$ cat src/rtl/door_pkg.sv
`default_nettype none
// ============================================================================
//  Module      : door_pkg
//  Description : Shared door-channel state encodings and counter width helper
//                used by the door controller and the lot FSM.
//  Revision    : 1.0 - initial release
// ============================================================================
package door_pkg;

    // Per-channel door state; explicit one-bit encoding
    typedef enum logic [0:0] {
        ST_IDLE = 1'b0,
        ST_OPEN = 1'b1
    } door_state_e;

    // Bits needed to hold a hold counter that runs 0..ticks inclusive
    function automatic int cnt_width(input int unsigned ticks);
        int w;
        w = $clog2(ticks + 1);
        return (w < 1) ? 1 : w;
    endfunction

endpackage : door_pkg
`default_nettype wire

$ cat src/rtl/door_channel.sv
`default_nettype none
// ============================================================================
//  Module      : door_channel
//  Description : One door channel: IDLE/OPEN FSM, hold counter, LED register
//                and registered close-done pulse.
//  Revision    : 1.0 - initial release
// ============================================================================
module door_channel
    import door_pkg::*;
#(
    parameter int unsigned OPEN_TICKS = 20,
    parameter bit          BLINK_MODE = 1'b1,
    parameter bit          RETRIGGER  = 1'b1
) (
    input  logic clk_i,
    input  logic rst_ni,
    input  logic open_req_i,
    input  logic obstruct_i,
    input  logic force_close_i,
    output logic door_led_o,
    output logic door_busy_o,
    output logic close_done_o
);

    localparam int               CNT_W = cnt_width(OPEN_TICKS);
    localparam logic [CNT_W-1:0] C_MAX = CNT_W'(OPEN_TICKS);

    door_state_e      state_q, state_d;
    logic [CNT_W-1:0] cnt_q, cnt_d;
    logic             led_q, led_d;
    logic             done_q, done_d;
    logic             led_open;

    // LED value while the door stays open: toggle in blink mode, else solid on
    assign led_open = BLINK_MODE ? ~led_q : 1'b1;

    // State, counter, LED and done registers; reset aborts without a pulse
    always_ff @(posedge clk_i or negedge rst_ni) begin
        if (!rst_ni) begin
            state_q <= ST_IDLE;
            cnt_q   <= '0;
            led_q   <= 1'b0;
            done_q  <= 1'b0;
        end else begin
            state_q <= state_d;
            cnt_q   <= cnt_d;
            led_q   <= led_d;
            done_q  <= done_d;
        end
    end

    // Next-state logic; OPEN events are resolved in fixed priority order
    always_comb begin
        state_d = state_q;
        cnt_d   = cnt_q;
        led_d   = led_q;
        done_d  = 1'b0;
        case (state_q)
            ST_IDLE: begin
                cnt_d = '0;
                if (open_req_i && !force_close_i) begin
                    state_d = ST_OPEN;
                    led_d   = ~BLINK_MODE;
                end else begin
                    led_d   = 1'b0;
                end
            end
            ST_OPEN: begin
                if (force_close_i) begin
                    state_d = ST_IDLE;
                    cnt_d   = '0;
                    led_d   = 1'b0;
                    done_d  = 1'b1;
                end else if (obstruct_i) begin
                    cnt_d   = '0;
                    led_d   = led_open;
                end else if (open_req_i && RETRIGGER) begin
                    cnt_d   = '0;
                    led_d   = led_open;
                end else if (cnt_q < C_MAX) begin
                    cnt_d   = cnt_q + CNT_W'(1);
                    led_d   = led_open;
                end else begin
                    state_d = ST_IDLE;
                    cnt_d   = '0;
                    led_d   = 1'b0;
                    done_d  = 1'b1;
                end
            end
            default: begin
                state_d = ST_IDLE;
                cnt_d   = '0;
                led_d   = 1'b0;
            end
        endcase
    end

    assign door_led_o   = led_q;
    assign door_busy_o  = (state_q == ST_OPEN);
    assign close_done_o = done_q;

endmodule : door_channel
`default_nettype wire

$ cat src/rtl/door_controller.sv
`default_nettype none
// ============================================================================
//  Module      : door_controller
//  Description : Multi-door gate controller; NUM_DOORS independent channels
//                on the shared 2 Hz tick plus a combined busy flag.
//  Revision    : 1.0 - initial release
// ============================================================================
module door_controller
    import door_pkg::*;
#(
    parameter int unsigned NUM_DOORS  = 2,
    parameter int unsigned OPEN_TICKS = 20,
    parameter bit          BLINK_MODE = 1'b1,
    parameter bit          RETRIGGER  = 1'b1
) (
    input  logic                 clk_2Hz,
    input  logic                 reset,
    input  logic [NUM_DOORS-1:0] open_req,
    input  logic [NUM_DOORS-1:0] obstruct,
    input  logic [NUM_DOORS-1:0] force_close,
    output logic [NUM_DOORS-1:0] door_led,
    output logic [NUM_DOORS-1:0] door_busy,
    output logic [NUM_DOORS-1:0] close_done,
    output logic                 any_busy
);

    // One fully independent channel per door
    for (genvar gi = 0; gi < NUM_DOORS; gi++) begin : g_door
        door_channel #(
            .OPEN_TICKS (OPEN_TICKS),
            .BLINK_MODE (BLINK_MODE),
            .RETRIGGER  (RETRIGGER)
        ) u_channel (
            .clk_i         (clk_2Hz),
            .rst_ni        (reset),
            .open_req_i    (open_req[gi]),
            .obstruct_i    (obstruct[gi]),
            .force_close_i (force_close[gi]),
            .door_led_o    (door_led[gi]),
            .door_busy_o   (door_busy[gi]),
            .close_done_o  (close_done[gi])
        );
    end

    assign any_busy = |door_busy;

endmodule : door_controller
`default_nettype wire

$ cat config.mk
export PLATFORM = sky130hd
export DESIGN_NAME = door_controller
export DESIGN_NICKNAME = d
export VERILOG_FILES = /design/src/rtl/door_pkg.sv /design/src/rtl/door_channel.sv /design/src/rtl/door_controller.sv
export SDC_FILE = /design/constraint.sdc
export NUM_CORES = 1
export LEC_CHECK = 0
export ABC_CLOCK_PERIOD_IN_PS = 1600
export CELL_PAD_IN_SITES_DETAIL_PLACEMENT = 1
export CELL_PAD_IN_SITES_GLOBAL_PLACEMENT = 1
export CORE_MARGIN = 2
export CORE_UTILIZATION = 46
export CTS_CLUSTER_SIZE = 10
export DETAILED_ROUTE_END_ITERATION = 10
export DONT_BUFFER_PORTS = 1
export GPL_ROUTABILITY_DRIVEN = 0
export GPL_TIMING_DRIVEN = 1
export PLACE_DENSITY = 0.76
export SETUP_SLACK_MARGIN = 0.1
export SYNTH_ARGS = -nofsm -noshare
export SYNTH_HDL_FRONTEND = slang
export SYNTH_SLANG_ARGS = --single-unit
$ cat constraint.sdc
create_clock -name clk_2Hz -period 1.6 [get_ports clk_2Hz]
set_clock_uncertainty 0.2 [all_clocks]
set_input_delay 0.32 -clock clk_2Hz [delete_from_list [all_inputs] [get_ports clk_2Hz]]
set_output_delay 0.32 -clock clk_2Hz [all_outputs]
set_load 0.05 [all_outputs]
==> summary.txt <==
Synthesis
  – Post-synthesis sequential area ratio: 52.1%
  – Post-Syn Nets: 78
  – Synth top area share: 52.1%
  – Avg Cell Area, Syn: 11.3 sq um
  – Top cells by area, synth: dfrtp_1 52%, buf_4 5.9%, nor4b_1 4.6%
  – Synth Warn #: 0
  – Leading area contributor after synthesis: dfrtp_1
  – Cell count after synthesis: 68
  – Mapped cell area: 768 sq um
  – Netlist cell types: 22
  – Yosys reg bits: 16

STA
  – Final Max Tran Viols: 0
  – Fin Hold WS: 0.0110 ns
  – Minimum clock period: 1.59 ns
  – Max Clock Freq: 630 MHz
  – RSZ-0062 raised after global routing: true
  – Slew HR: 51.8%
  – Slew at the pin closest to its max-slew limit: 0.721 ns
  – Fin. Hold Viols: 0
  – Final setup fails: 0
  – Final WS setup: 0.0132 ns
  – Setup TNS: 0 ns
  – Final period util: 99.2%

Place
  – Post-Place Worst Slack: 0.142 ns
  – Hpwl dp: 1040 um
  – Dpl cell area: 766 sq um
  – Port Buffers: 0

Worst setup path
  – Top cell family by delay on the critical path: flip-flops
  – Critical path buffer and inverter count: 0
  – CP Cell Sequence: or2_4
  – Critical Path AT: 1.07 ns
  – Reg2reg end: g_door[0].u_channel.door_busy_o
  – Crit path max-delay cell type: dfrtp_2
  – Max stage delay on crit path: 0.46 ns
  – CP Launch Point: g_door[1].u_channel.door_busy_o
  – Startpoint types: flip-flop
  – Worst R2R Setup Slack: 0.16 ns
  – Setup crit end kind: primary output
  – WS Path Type: reg -> out
  – Worst Reg-to-Reg Cells: 3
  – R2r startpoint: g_door[0].u_channel.cnt_q[2]
  – CP required: 1.08 ns
  – Max Fanout on Critical Path: 7

Finish
  – Design Area, Final: 906 sq um
  – Fillers: 164
  – Layout cells sized above 1: 26.9%
  – Multi-input combinational cell area: 338 sq um
  – Area Overhead vs Synth: 17.9%
  – Ant. Diodes: 0
  – Register area: 404 sq um
  – # nets final: 89

Clocking
  – Clk sinks: 16
  – H-tree levels: 1
  – Clock slew at reported path FFs: 0.10 ns
  – CTS Root Cell: clkbuf_4
  – CTS tree: yes
  – TritonCTS Buffers: 3
  – Clock Latency Late Sink: 0.29 ns
  – CTS Buffer Depth: 2

GRT
  – First-pass GRT wire length: 2540 um
  – Initial antenna violation count: 0
  – GR Util met2: 32.8%
  – Pin count of the biggest net entering global routing: 17
  – Met3 GRT Util: 2.40%
  – Busiest metal layer after global routing: met2
  – Vias in the first global route: 571
  – Gr usage total: 18.3%
  – Grt total ovfl: 0
  – Met1 Use GR: 21.6%

Hold path
  – Hold Path Depth: 2
  – Hold EP: g_door[0].u_channel.cnt_q[3]
  – Hold path start: force_close[0]
  – Worst Hold Class: in -> reg

Pwr
  – Leakage: 0.383 nW
  – Worst vdd ir: 0.000546 V
  – Total power: 0.789 mW
  – P per Cell Area: 871 nW/um^2

Floorplan
  – Core area: 1540 sq um
  – Io pins: 15
  – Starting Density: 49.8%
  – Row count: 14
  – Die W: 44.9 um
  – Die span in y: 44.9 um
  – Die Area: 2010 sq um

Drt
  – Initial drt markers: 1
  – Routed WL: 1580 um
  – Via density: 5.74
  – Via count: 540
  – WL per Instance: 16.8 um
  – Detail Route Antenna Nets: 0
  – DRC Markers: 0
  – Drt pass-1 iters: 2

Run status
  – Status: complete, no violations

Flow run
  – Max-cap violations: 0
## power by group
part / internal [mW] / switching (mW) / total (mW)
clock network: 0.139 / 0.127 / 0.266
registers: 0.414 / 0.0280 / 0.442
logic: 0.0344 / 0.0465 / 0.0808
## per-layer routing
layer / vias to the layer above / part of all wire, %
li1: 261 / -
met1: 268 / 41
met2: 9 / 55
met3: 2 / 2.1
met4: 0 / 1.5
met5: - / 0
## layout by cell type (no fill, tap or decap)
master / n
a2bb2oi_1: 1
dfrtp_1: 13
a211oi_1: 2
buf_4: 5
dlygate4sd3_1: 7
mux2i_1: 1
nand2_1: 4
nor3_2: 2
clkbuf_8: 1
nand4b_1: 2
xnor2_1: 1
o21a_1: 2
dfrtp_2: 3
nor3_1: 2
nor4b_2: 2
ha_1: 2
clkbuf_4: 3
nor2_1: 9
xor2_1: 2
or4b_4: 2
and3_1: 2
nor4b_1: 2
a21boi_0: 1
or2_4: 1
a21oi_2: 2
nand3_1: 2
o21ai_1: 1
o21ai_0: 1
## stage by stage
| stage | util, % | cells |
|---|---|---|
| after floorplan | - | 68 |
| after global placement | 49.7 | 81 |
| after detailed placement | 49.7 | 81 |
| after CTS | 56.7 | 92 |
| after global routing | 58.8 | 94 |
| final | 58.8 | 94 |
## Yosys cell counts
library cell and number:
nor3_2 2, a211oi_1 2, nand4b_1 2, nor3_1 2, o21ai_0 2, nor4b_1 4, buf_4 6, nor2_1 9
or4b_4 2, a21oi_2 2, xor2_1 2, o21a_1 2, nand3_1 2, dfrtp_1 16, a21boi_0 1, or2_2 1
ha_1 2, and3_1 2, nand2_1 4, xnor2_1 1, a2bb2oi_1 1, mux2i_1 1
## worst max path at each step
stage / endpoint / slack, ns / cells after the start
finish: any_busy / 0.01 / 1
floorplan: any_busy / 0.24 / 1
global placement: any_busy / 0.22 / 1
global route: any_busy / -0.02 / 1
detailed placement: g_door[0].u_channel.door_busy_o / 0.14 / 3
CTS: any_busy / -0.001 / 1
## worst reg2reg max path: cells and delay by family (launching register included)
family | cells | cell delay, ns
simple gates | 1 | 0.13
flops | 1 | 0.44
compound gates | 2 | 0.56
## sequential cells by signal, summed over array words and instances, names as in the netlist
signal and cells:
g_door.u_channel.door_led_o 2, g_door.u_channel.close_done_o 2, g_door.u_channel.cnt_q 10, g_door.u_channel.door_busy_o 2
## layout make-up
cell class                 count  area share, %
clock buffer                   4           4.01
multi-input combinational     46           37.3
sequential                    16           44.6
tap                           16           2.21
timing repair buffer          12           11.9
## repair_timing
action                     in CTS  in global routing
hold endpoints to repair       24                  1
setup buffers                   1                  1
setup endpoints to repair       3                  9
hold buffers                    6                  1
resized for setup               3                  4
pin swaps                       1                  0
## kinds of logic (layout without fill, tap and decap cells)
| family | after synthesis | count (layout) | synth area share (%) |
|---|---|---|---|
| adders and majority gates | 2 | 2 | 3.26 |
| muxes | 1 | 1 | 1.30 |
| buffers and inverters | 6 | 16 | 5.86 |
| DFF | 16 | 16 | 52.1 |
| xor gates and xnor gates | 3 | 3 | 3.42 |
| AOI/OAI and AO/OA | 10 | 10 | 9.61 |
| and+or+nand+nor | 30 | 30 | 24.4 |
Note: power is estimated with default switching activity, not from simulation.
